===== config.mk =====
export PLATFORM = sky130hd
export DESIGN_NAME = cpu_bus_bridge
export DESIGN_NICKNAME = d
export VERILOG_FILES = /design/src/rtl/cpu_bus_bridge.sv
export SDC_FILE = /design/constraint.sdc
export NUM_CORES = 1
export LEC_CHECK = 0
export BUFFER_PORTS_ARGS = -buffer_cell sky130_fd_sc_hd__buf_2
export CAP_MARGIN = 0
export CELL_PAD_IN_SITES_DETAIL_PLACEMENT = 1
export CELL_PAD_IN_SITES_GLOBAL_PLACEMENT = 1
export CORE_AREA = 2 2 80 82
export CTS_CLUSTER_SIZE = 25
export DETAILED_ROUTE_END_ITERATION = 12
export DIE_AREA = 0 0 82 84
export PLACE_DENSITY = 0.89
export REMOVE_ABC_BUFFERS = 1
export SLEW_MARGIN = 20
export SYNTH_ARGS = -nofsm -noshare
export SYNTH_HDL_FRONTEND = slang
export SYNTH_SLANG_ARGS = --single-unit
export TNS_END_PERCENT = 1

===== constraint.sdc =====
create_clock -name clk -period 3.1 [get_ports clk]
set_clock_uncertainty 0.1 [all_clocks]
set_input_delay 0.465 -clock clk [delete_from_list [all_inputs] [get_ports clk]]
set_output_delay 0.465 -clock clk [all_outputs]
set_load 0.005 [all_outputs]

===== src/rtl/cpu_bus_bridge.sv =====
// Bridge from the Z80-style CPU bus to the boot ROM and the 8-bit I/O space.
// Every accepted CPU cycle becomes one registered strobe; the CPU is held in wait until read data is captured.
module cpu_bus_bridge #(
    parameter int unsigned TIMEOUT = 15
) (
    input  logic        clk,
    input  logic        reset,
    input  logic        cpu_n_mreq,
    input  logic        cpu_n_iorq,
    input  logic        cpu_n_m1,
    input  logic        cpu_n_rd,
    input  logic        cpu_n_wr,
    input  logic [15:0] cpu_address,
    input  logic [7:0]  cpu_wdata,
    output logic [7:0]  cpu_rdata,
    output logic        cpu_rdata_en,
    output logic        cpu_n_wait,
    output logic        rom_n_cs,
    output logic        rom_n_rd,
    output logic [9:0]  rom_address,
    input  logic [7:0]  rom_rdata,
    input  logic        rom_rdata_en,
    output logic        io_n_cs,
    output logic        io_n_rd,
    output logic        io_n_wr,
    output logic [7:0]  io_address,
    output logic [7:0]  io_wdata,
    input  logic [7:0]  io_rdata,
    input  logic        io_rdata_en
);

    localparam int unsigned CNT_W = $clog2(TIMEOUT + 1);

    typedef enum logic [2:0] {
        IDLE,
        ROM_RD,
        IO_RD,
        DATA_WAIT,
        HOLD,
        DONE
    } state_t;

    state_t             state_q, state_d;
    logic [CNT_W-1:0]   cnt_q, cnt_d;
    logic               armed_q, armed_d;
    logic               rom_n_cs_q, rom_n_cs_d, rom_n_rd_q, rom_n_rd_d;
    logic [9:0]         rom_address_q, rom_address_d;
    logic               io_n_cs_q, io_n_cs_d, io_n_rd_q, io_n_rd_d, io_n_wr_q, io_n_wr_d;
    logic [7:0]         io_address_q, io_address_d, io_wdata_q, io_wdata_d;
    logic [7:0]         cpu_rdata_q, cpu_rdata_d;
    logic               cpu_rdata_en_q, cpu_rdata_en_d;
    logic               cpu_n_wait_q, cpu_n_wait_d;

    // State and output registers
    always_ff @(posedge clk) begin
        if (reset) begin
            state_q        <= IDLE;
            cnt_q          <= '0;
            armed_q        <= 1'b0;
            rom_n_cs_q     <= 1'b1;
            rom_n_rd_q     <= 1'b1;
            rom_address_q  <= '0;
            io_n_cs_q      <= 1'b1;
            io_n_rd_q      <= 1'b1;
            io_n_wr_q      <= 1'b1;
            io_address_q   <= '0;
            io_wdata_q     <= '0;
            cpu_rdata_q    <= '0;
            cpu_rdata_en_q <= 1'b0;
            cpu_n_wait_q   <= 1'b1;
        end else begin
            state_q        <= state_d;
            cnt_q          <= cnt_d;
            armed_q        <= armed_d;
            rom_n_cs_q     <= rom_n_cs_d;
            rom_n_rd_q     <= rom_n_rd_d;
            rom_address_q  <= rom_address_d;
            io_n_cs_q      <= io_n_cs_d;
            io_n_rd_q      <= io_n_rd_d;
            io_n_wr_q      <= io_n_wr_d;
            io_address_q   <= io_address_d;
            io_wdata_q     <= io_wdata_d;
            cpu_rdata_q    <= cpu_rdata_d;
            cpu_rdata_en_q <= cpu_rdata_en_d;
            cpu_n_wait_q   <= cpu_n_wait_d;
        end
    end

    // Cycle decode, slave handshake and CPU wait generation
    always_comb begin
        state_d        = state_q;
        cnt_d          = '0;
        armed_d        = armed_q | (cpu_n_rd & cpu_n_wr);
        rom_n_cs_d     = 1'b1;
        rom_n_rd_d     = 1'b1;
        rom_address_d  = rom_address_q;
        io_n_cs_d      = 1'b1;
        io_n_rd_d      = 1'b1;
        io_n_wr_d      = 1'b1;
        io_address_d   = io_address_q;
        io_wdata_d     = io_wdata_q;
        cpu_rdata_d    = cpu_rdata_q;
        cpu_rdata_en_d = 1'b0;
        cpu_n_wait_d   = 1'b1;

        case (state_q)
            IDLE: begin
                // A cycle already in flight at reset release is skipped until the bus goes idle once
                if (armed_q) begin
                    if (!cpu_n_iorq && !cpu_n_m1) begin
                        cpu_rdata_d    = 8'hFF;
                        cpu_rdata_en_d = 1'b1;
                        state_d        = HOLD;
                    end else if (!cpu_n_iorq && !cpu_n_rd) begin
                        io_n_cs_d    = 1'b0;
                        io_n_rd_d    = 1'b0;
                        io_address_d = cpu_address[7:0];
                        cpu_n_wait_d = 1'b0;
                        state_d      = IO_RD;
                    end else if (!cpu_n_iorq && !cpu_n_wr) begin
                        io_n_cs_d    = 1'b0;
                        io_n_wr_d    = 1'b0;
                        io_address_d = cpu_address[7:0];
                        io_wdata_d   = cpu_wdata;
                        state_d      = DONE;
                    end else if (!cpu_n_mreq && !cpu_n_rd) begin
                        if (cpu_address[15:10] == 6'd0) begin
                            rom_n_cs_d    = 1'b0;
                            rom_n_rd_d    = 1'b0;
                            rom_address_d = cpu_address[9:0];
                            cpu_n_wait_d  = 1'b0;
                            state_d       = ROM_RD;
                        end else begin
                            cpu_rdata_d    = 8'hFF;
                            cpu_rdata_en_d = 1'b1;
                            state_d        = HOLD;
                        end
                    end else if (!cpu_n_mreq && !cpu_n_wr) begin
                        state_d = DONE;
                    end
                end
            end
            ROM_RD, IO_RD: begin
                cpu_n_wait_d = 1'b0;
                state_d      = DATA_WAIT;
            end
            DATA_WAIT: begin
                if (rom_rdata_en) begin
                    cpu_rdata_d    = rom_rdata;
                    cpu_rdata_en_d = 1'b1;
                    state_d        = HOLD;
                end else if (io_rdata_en) begin
                    cpu_rdata_d    = io_rdata;
                    cpu_rdata_en_d = 1'b1;
                    state_d        = HOLD;
                end else if (cnt_q == CNT_W'(TIMEOUT)) begin
                    cpu_rdata_d    = 8'hFF;
                    cpu_rdata_en_d = 1'b1;
                    state_d        = HOLD;
                end else begin
                    cnt_d        = cnt_q + CNT_W'(1);
                    cpu_n_wait_d = 1'b0;
                end
            end
            HOLD: begin
                // Clear captured data on exit so nothing leaks into the next cycle
                if (cpu_n_rd) begin
                    cpu_rdata_d = 8'h00;
                    state_d     = IDLE;
                end else begin
                    cpu_rdata_en_d = 1'b1;
                end
            end
            DONE: begin
                if (cpu_n_rd && cpu_n_wr) begin
                    state_d = IDLE;
                end
            end
            default: state_d = IDLE;
        endcase
    end

    assign cpu_rdata    = cpu_rdata_q;
    assign cpu_rdata_en = cpu_rdata_en_q;
    assign cpu_n_wait   = cpu_n_wait_q;
    assign rom_n_cs     = rom_n_cs_q;
    assign rom_n_rd     = rom_n_rd_q;
    assign rom_address  = rom_address_q;
    assign io_n_cs      = io_n_cs_q;
    assign io_n_rd      = io_n_rd_q;
    assign io_n_wr      = io_n_wr_q;
    assign io_address   = io_address_q;
    assign io_wdata     = io_wdata_q;

endmodule


==> flow_metrics.py, run 1 <==
metrics = {
    "clocking": {
        "hold_buffers": 0,
        "clk_pin_slew_ps": 100,
        "cts_tree": "built",
        "cts_max_path_buffers": 2,
        "clkLatencyLatePin_ps": 310,
        "cts_root_buf": "clkbuf_8",
        "ctsResizeCount": 0,
        "htreeDepth": 2,
        "cts_sinks": 48,
        "cts_buffers": 5,
        "cts_setup_buffers": 0,
    },
    "global_route": {
        "antenna_found_initial": 0,
        "grt_max_degree": 37,
        "grt_pass1_vias": 2040,
        "grt-ovfl-total": 0,
        "track_usage": 0.180,
        "grt_first_pass_wirelength_um": 9720,
    },
    "logic_synthesis": {
        "synth_cells": 235,
        "ys_async_sr_fraction": 0,
        "synth_area_mm2": 0.00210,
        "ys_ff_latch": 48,
        "synth_ff_type": "dfxtp_1",
        "yosys_warnings": 0,
        "ys_seq_area_frac": 0.457,
        "yosysUniqueCellTypes": 45,
        "synth_edf_count": 0,
        "synth.avg_cell_area_um2": 8.94,
    },
    "placement": {
        "hpwl_um": 4510,
        "io_buffers": 89,
        "place_area_mm2": 0.00259,
        "gp_congestion": 0.867,
    },
    "worst_setup_path": {
        "cpLargestDelayFamily": "compound AO/OA/AOI/OAI gates",
        "crit_type": "reg2reg",
        "critPathMaxFanout": 13,
        "cp_slowest_cell": "dfxtp_1",
        "cp_cell_sequence": "nor3b_1, a221oi_1, a211oi_2, nor2_1, nor3_1",
        "crit_required_ps": 3230,
        "end_kind": "flop",
        "critPathLaunchType": "flop",
        "worst-path-buf-inv": 0,
        "cp.arrival_ps": 2320,
        "critPathMaxStageDelay_ps": 590,
    },
    "final_layout": {
        "n_fill_cell": 768,
        "fin_area_mm2": 0.00269,
        "fin_util": 0.441,
        "seqCellArea_um2": 961,
        "insertedDiodeCount": 0,
        "multi_input_area_mm2": 0.00107,
        "drive_gt1_frac": 0.343,
        "nets": 370,
        "syn_to_final_growth_pct": 27.9,
    },
    "sta": {
        "slew_viol_final": 0,
        "setup_viol": 0,
        "tightest_slew_ps": 640,
        "finalCriticalPeriod_ps": 2180,
        "hold_violations": 0,
        "fmax_mhz": 458,
        "rsz0062_at_grt": "no",
        "fin_setup_tns_ps": 0,
        "relSlewSlack": 0.573,
        "post-route-period-util": 0.704,
    },
    "hold_path": {
        "hold_path_class": "in2reg",
    },
    "drt": {
        "detail_route.first_pass.iterations": 4,
        "ant_nets": 0,
        "wl_per_cell_um": 14.9,
        "wl_um": 5940,
        "via_count": 1993,
        "vias_per_cell": 5.01,
        "drc_errors": 0,
        "drt_iter0_drc": 67,
    },
    "die": {
        "fp.coreArea_mm2": 0.00610,
        "dieArea_mm2": 0.00689,
        "pin_count": 90,
        "start_util": 0.345,
        "rows": 29,
        "die_h_um": 84,
        "die_w_um": 82,
    },
    "power": {
        "ir_drop_mv": 0.231,
        "leakagePower_nw": 1.32,
        "p_total_mw": 1.45,
        "powerDensity_mw_per_mm2": 542,
    },
    "job": {
        "drv_cap": 0,
    },
    "run_status": {
        "status": "completed",
    },
}
-- where the power goes --
part	total, mW	internal, mW	switching, mW
logic	0.331	0.145	0.185
registers	0.725	0.674	0.0512
clock network	0.399	0.166	0.232
total	1.45	0.986	0.469
-- flip-flops by register name (all words and copies together), names as in the netlist, 3 cells and up --
register	flops
io_address	8
rom_address	10
cpu_rdata	8
state_q	3
io_wdata	8
cnt_q	4
-- cell families after synthesis --
group,Yosys count,share of synthesized area
and+or+nand+nor,113,0.284
AOI/OAI and AO/OA,36,0.120
DFF,48,0.457
muxes,19,0.0905
adders and majority gates,1,0.00595
xor gates and xnor gates,2,0.00834
buffers and inverters,16,0.0334
-- final timing paths --
kind                                                   from                           to  slack (ps)  cells after the start
worst min register to register  rom_address[8]$_SDFFE_PP0P_  rom_address[8]$_SDFFE_PP0P_         360                      2
worst max register to register      state_q[2]$_SDFFE_PP0P_    cpu_rdata[1]$_SDFFE_PP0P_         920                      5
worst min-delay path                           cpu_wdata[5]     io_wdata[5]$_SDFFE_PP0P_         280                      3
worst max-delay path                state_q[2]$_SDFFE_PP0P_    cpu_rdata[1]$_SDFFE_PP0P_         920                      5
-- routing by layer --
metal  up-vias  track usage  wire length (µm)  share of wire
met3         5       0.0509               371          0.063
met2        63        0.311              3000           0.51
li1        988            -                 -              -
met1       937        0.218              2510           0.42
met5         -            0                 0              0
met4         0       0.0409                58         0.0098
-- synth_stat cells, types with 2 or more instances --
library cell	instances	share of area
buf_2	5	0.012
mux2i_1	19	0.091
nor3_1	9	0.021
nor4_1	2	0.0060
o21ai_0	2	0.0048
nor2_1	41	0.073
o22ai_1	2	0.0060
nor3_2	2	0.0095
clkbuf_1	5	0.0089
nand2_2	2	0.0060
a21oi_1	13	0.031
or3_1	2	0.0060
dfxtp_1	48	0.46
nor2b_1	2	0.0060
a221oi_1	2	0.0083
inv_1	5	0.0089
nand2b_1	16	0.048
nand3_1	10	0.024
nand2_1	15	0.027
a31oi_1	8	0.024
-- tightest hold or removal path, cell delays in order --
cell	delay, ps
buf_2	70
mux2i_1	50
nor2_1	80
-- cell usage in the layout, fill, tap and decap left out, types with 2 or more instances in the layout --
cell	Yosys	final
a221oi_1	2	2
o21ai_0	2	2
nand3_1	10	10
clkbuf_8	0	5
nand2_2	2	2
nor2_1	41	41
nor3_1	9	9
buf_2	5	89
inv_6	0	2
o22ai_1	2	2
nand2b_1	16	16
a21oi_1	13	13
inv_1	5	5
nor2b_1	2	2
nand2_1	15	15
nor3_2	2	2
or3_1	2	2
a31oi_1	8	8
nor4_1	2	2
dfxtp_1	48	48
mux2i_1	19	19
-- cell type report --
cell class,instances,share of cell area
Clock buffer,5,0.0256
Multi-Input combinational cell,171,0.398
Sequential cell,48,0.358
Inverter,5,0.00699
Tap cell,77,0.0359
Clock inverter,3,0.00978
Timing Repair Buffer,89,0.166
-- stage by stage --
| stage | std cells | worst slack (ps) | hold slack [ps] |
|---|---|---|---|
| after floorplan | 224 | 1110 | 318 |
| after global placement | 390 | 904 | 332 |
| after detailed placement | 390 | 838 | 350 |
| after CTS | 398 | 892 | 282 |
| after global routing | 398 | 622 | 282 |
| final | 398 | 917 | 283 |
Note: power is estimated with default switching activity, not from simulation.
==> run 2: changes to the inputs <==
--- a/config.mk
+++ b/config.mk
@@ -5,15 +5,16 @@
 export SDC_FILE = /design/constraint.sdc
 export NUM_CORES = 1
 export LEC_CHECK = 0
+export ABC_AREA = 1
 export BUFFER_PORTS_ARGS = -buffer_cell sky130_fd_sc_hd__buf_2
 export CAP_MARGIN = 0
 export CELL_PAD_IN_SITES_DETAIL_PLACEMENT = 1
 export CELL_PAD_IN_SITES_GLOBAL_PLACEMENT = 1
-export CORE_AREA = 2 2 80 82
+export CORE_AREA = 2 2 84 86
 export CTS_CLUSTER_SIZE = 25
 export DETAILED_ROUTE_END_ITERATION = 12
-export DIE_AREA = 0 0 82 84
-export PLACE_DENSITY = 0.89
+export DIE_AREA = 0 0 86 88
+export PLACE_DENSITY = 0.84
 export REMOVE_ABC_BUFFERS = 1
 export SLEW_MARGIN = 20
 export SYNTH_ARGS = -nofsm -noshare
==> constraint.sdc (replaced) <==
create_clock -name clk -period 2.2 [get_ports clk]
set_clock_uncertainty 0.1 [all_clocks]
set_input_delay 0.33 -clock clk [delete_from_list [all_inputs] [get_ports clk]]
set_output_delay 0.33 -clock clk [all_outputs]
set_load 0.005 [all_outputs]
==> flow_metrics.py, run 2 <==
metrics = {
    "logic_synthesis": {
        "yosysMostFrequentCell": "nor2_1",
        "synth_edf_count": 0,
        "synth_area_leaders": "dfxtp_1, nor2_1, o21ai_0",
        "synth_cells": 280,
        "synth_ff_type": "dfxtp_1",
        "yosysUniqueCellTypes": 27,
        "ys_async_sr_fraction": 0,
        "yosys_warnings": 0,
        "synth_common_cells": "nor2_1, dfxtp_1, nand2_1",
        "ys_ff_latch": 48,
        "ys_seq_area_frac": 0.466,
        "synth.avg_cell_area_um2": 7.36,
        "synth_top_cell_area_share": 0.466,
        "yosys.area.top_type": "dfxtp_1",
        "synth_area_mm2": 0.00206,
    },
    "final_layout": {
        "fin_area_mm2": 0.00269,
        "n_fill_cell": 863,
        "drive_gt1_frac": 0.309,
        "largest_register_ffs": 10,
        "insertedDiodeCount": 0,
        "final_cell_mix": "buf_2, nor2_1, dfxtp_1",
        "final_common_cell": "buf_2",
        "syn_to_final_growth_pct": 30.6,
        "nets": 422,
        "fin_util": 0.405,
    },
    "sta": {
        "setup_ws_ps": 393,
        "relSlewSlack": 0.628,
        "post-route-period-util": 0.822,
        "hold_violations": 0,
        "fmax_mhz": 553,
        "fin_setup_tns_ps": 0,
        "tightest_slew_ps": 557,
        "slew_viol_final": 0,
        "setup_viol": 0,
        "rsz0062_at_grt": "no",
        "finalCriticalPeriod_ps": 1810,
    },
    "global_route": {
        "track_usage": 0.161,
        "grt_pass1_vias": 2154,
        "grt-ovfl-total": 0,
        "grt_max_degree": 23,
        "antenna_found_initial": 0,
        "grt_first_pass_wirelength_um": 9850,
    },
    "power": {
        "p_int_mw": 1.58,
        "powerDensity_mw_per_mm2": 932,
        "leakagePower_nw": 1.26,
        "pwr-share-clk": 0.219,
        "swShare": 0.372,
        "p_total_mw": 2.51,
        "p_switching_uw": 934,
        "combinationalPowerShare": 0.355,
        "sequentialPowerShare": 0.426,
        "ir_drop_mv": 0.366,
    },
    "clocking": {
        "cts_max_path_buffers": 2,
        "cts_setup_buffers": 0,
        "cts_buffers": 5,
        "clk_pin_slew_ps": 90,
        "htreeDepth": 2,
        "cts_tree": "built",
        "clkLatencyLatePin_ps": 290,
        "cts_root_buf": "clkbuf_8",
        "hold_buffers": 0,
        "cts_sinks": 48,
        "ctsResizeCount": 0,
    },
    "worst_setup_path": {
        "cp.arrival_ps": 1900,
        "crit_top_cell": "nand2_1",
        "worst-path-buf-inv": 1,
        "cpLargestDelayFamily": "simple AND/OR/NAND/NOR gates",
        "critPathMaxFanout": 8,
        "critPathLaunchType": "flop",
        "crit_required_ps": 2290,
        "critPathMaxStageDelay_ps": 360,
        "cp_cell_sequence": "ha_1, nand2_1, inv_1, nand2_1, nand3_1, nand2_1, nor2_2, nand4_1, nand2_1, nor2_1",
        "crit_type": "reg2reg",
        "cp_slowest_cell": "dfxtp_1",
        "end_kind": "flop",
    },
    "die": {
        "pin_count": 90,
        "fp.coreArea_mm2": 0.00664,
        "dieArea_mm2": 0.00757,
        "start_util": 0.310,
        "die_h_um": 88,
        "rows": 30,
        "die_w_um": 86,
    },
    "drt": {
        "top_layer": "met4",
        "wl_per_cell_um": 13.3,
        "ant_nets": 0,
        "detail_route.first_pass.iterations": 4,
        "wl_met3_um": 320,
        "wl_met1_um": 2710,
        "drt_iter0_drc": 83,
        "drc_errors": 0,
        "wl_um": 6030,
        "via_count": 2130,
        "wl_met2_um": 2930,
        "vias_per_cell": 4.71,
    },
    "placement": {
        "dpl_worst_slack_ps": 414,
        "gp_congestion": 0.796,
        "hpwl_um": 4770,
        "place_area_mm2": 0.00260,
        "io_buffers": 89,
    },
    "run_status": {
        "status": "completed",
    },
    "job": {
        "drv_cap": 0,
    },
    "hold_path": {
        "hold_path_class": "in2reg",
    },
}
[run 2: changes by cell type in the layout (fill, tap and decap cells not counted), moves of 6 or more]
cell / delta
o221ai_1: +7
a31oi_1: -7
mux2i_1: -19
o21ai_0: +28
nand4_1: +11
nor3_1: -6
inv_1: +19
nand2_1: +18
nand2b_1: -16
nor2_1: +28
[run 2: final timing paths]
check                                     end                        start  cells after the start  slack (ps)
setup / recovery    cpu_rdata[7]$_SDFFE_PP0P_          cnt_q[0]$_SDFF_PP0_                     10         390
hold / removal       io_wdata[3]$_SDFFE_PP0P_                 cpu_wdata[3]                      3         190
setup reg to reg    cpu_rdata[7]$_SDFFE_PP0P_          cnt_q[0]$_SDFF_PP0_                     10         390
hold reg to reg   rom_address[6]$_SDFFE_PP0P_  rom_address[6]$_SDFFE_PP0P_                      2         350
[run 2: cells by family after synthesis]
family,synth area share
AO/OA/AOI/OAI,0.149
XOR/XNOR,0.00425
adder cells (fa/ha/maj),0.00607
buffers and inverters,0.0722
flip-flops,0.466
AND/OR/NAND/NOR,0.303
[run 2: layout make-up]
| cell class | count | area [µm²] | share of cell area |
|---|---|---|---|
| clock buffers | 6 | 82.6 | 0.0307 |
| clock inverters | 1 | 8.76 | 0.00325 |
| inverters | 30 | 113 | 0.0418 |
| multi-input cells | 194 | 952 | 0.354 |
| flip-flops and latches | 48 | 961 | 0.357 |
| well taps | 80 | 100 | 0.0372 |
| repair buffers | 93 | 475 | 0.177 |
[run 2: tightest hold or removal path, delay by kind of cell]
family                 cells  cell delay (ps)
and+or+nand+nor            1               80
AOI/OAI and AO/OA          1               70
buffers and inverters      1               70
[run 2: routing by layer]
layer,global-route usage,up-vias
met5,0,-
met4,0.0390,0
met3,0.0311,4
met2,0.288,57
met1,0.201,967
li1,-,1102
[run 2: through the flow]
stage | hold slack, ps | std cells
after floorplan | 299 | 272
after global placement | 331 | 445
after detailed placement | 341 | 445
after CTS | 189 | 452
after global routing | 204 | 452
final | 194 | 452
[run 2: power groups by stage]
stage                     registers (mW)  logic (mW)  clock network [mW]
final                               1.07       0.891               0.548
after global routing                1.09        1.01               0.594
after CTS                           1.07       0.894               0.565
after detailed placement            1.09       0.890                   0
after global placement              1.09       0.855                   0
after floorplan                     1.09       0.592                   0
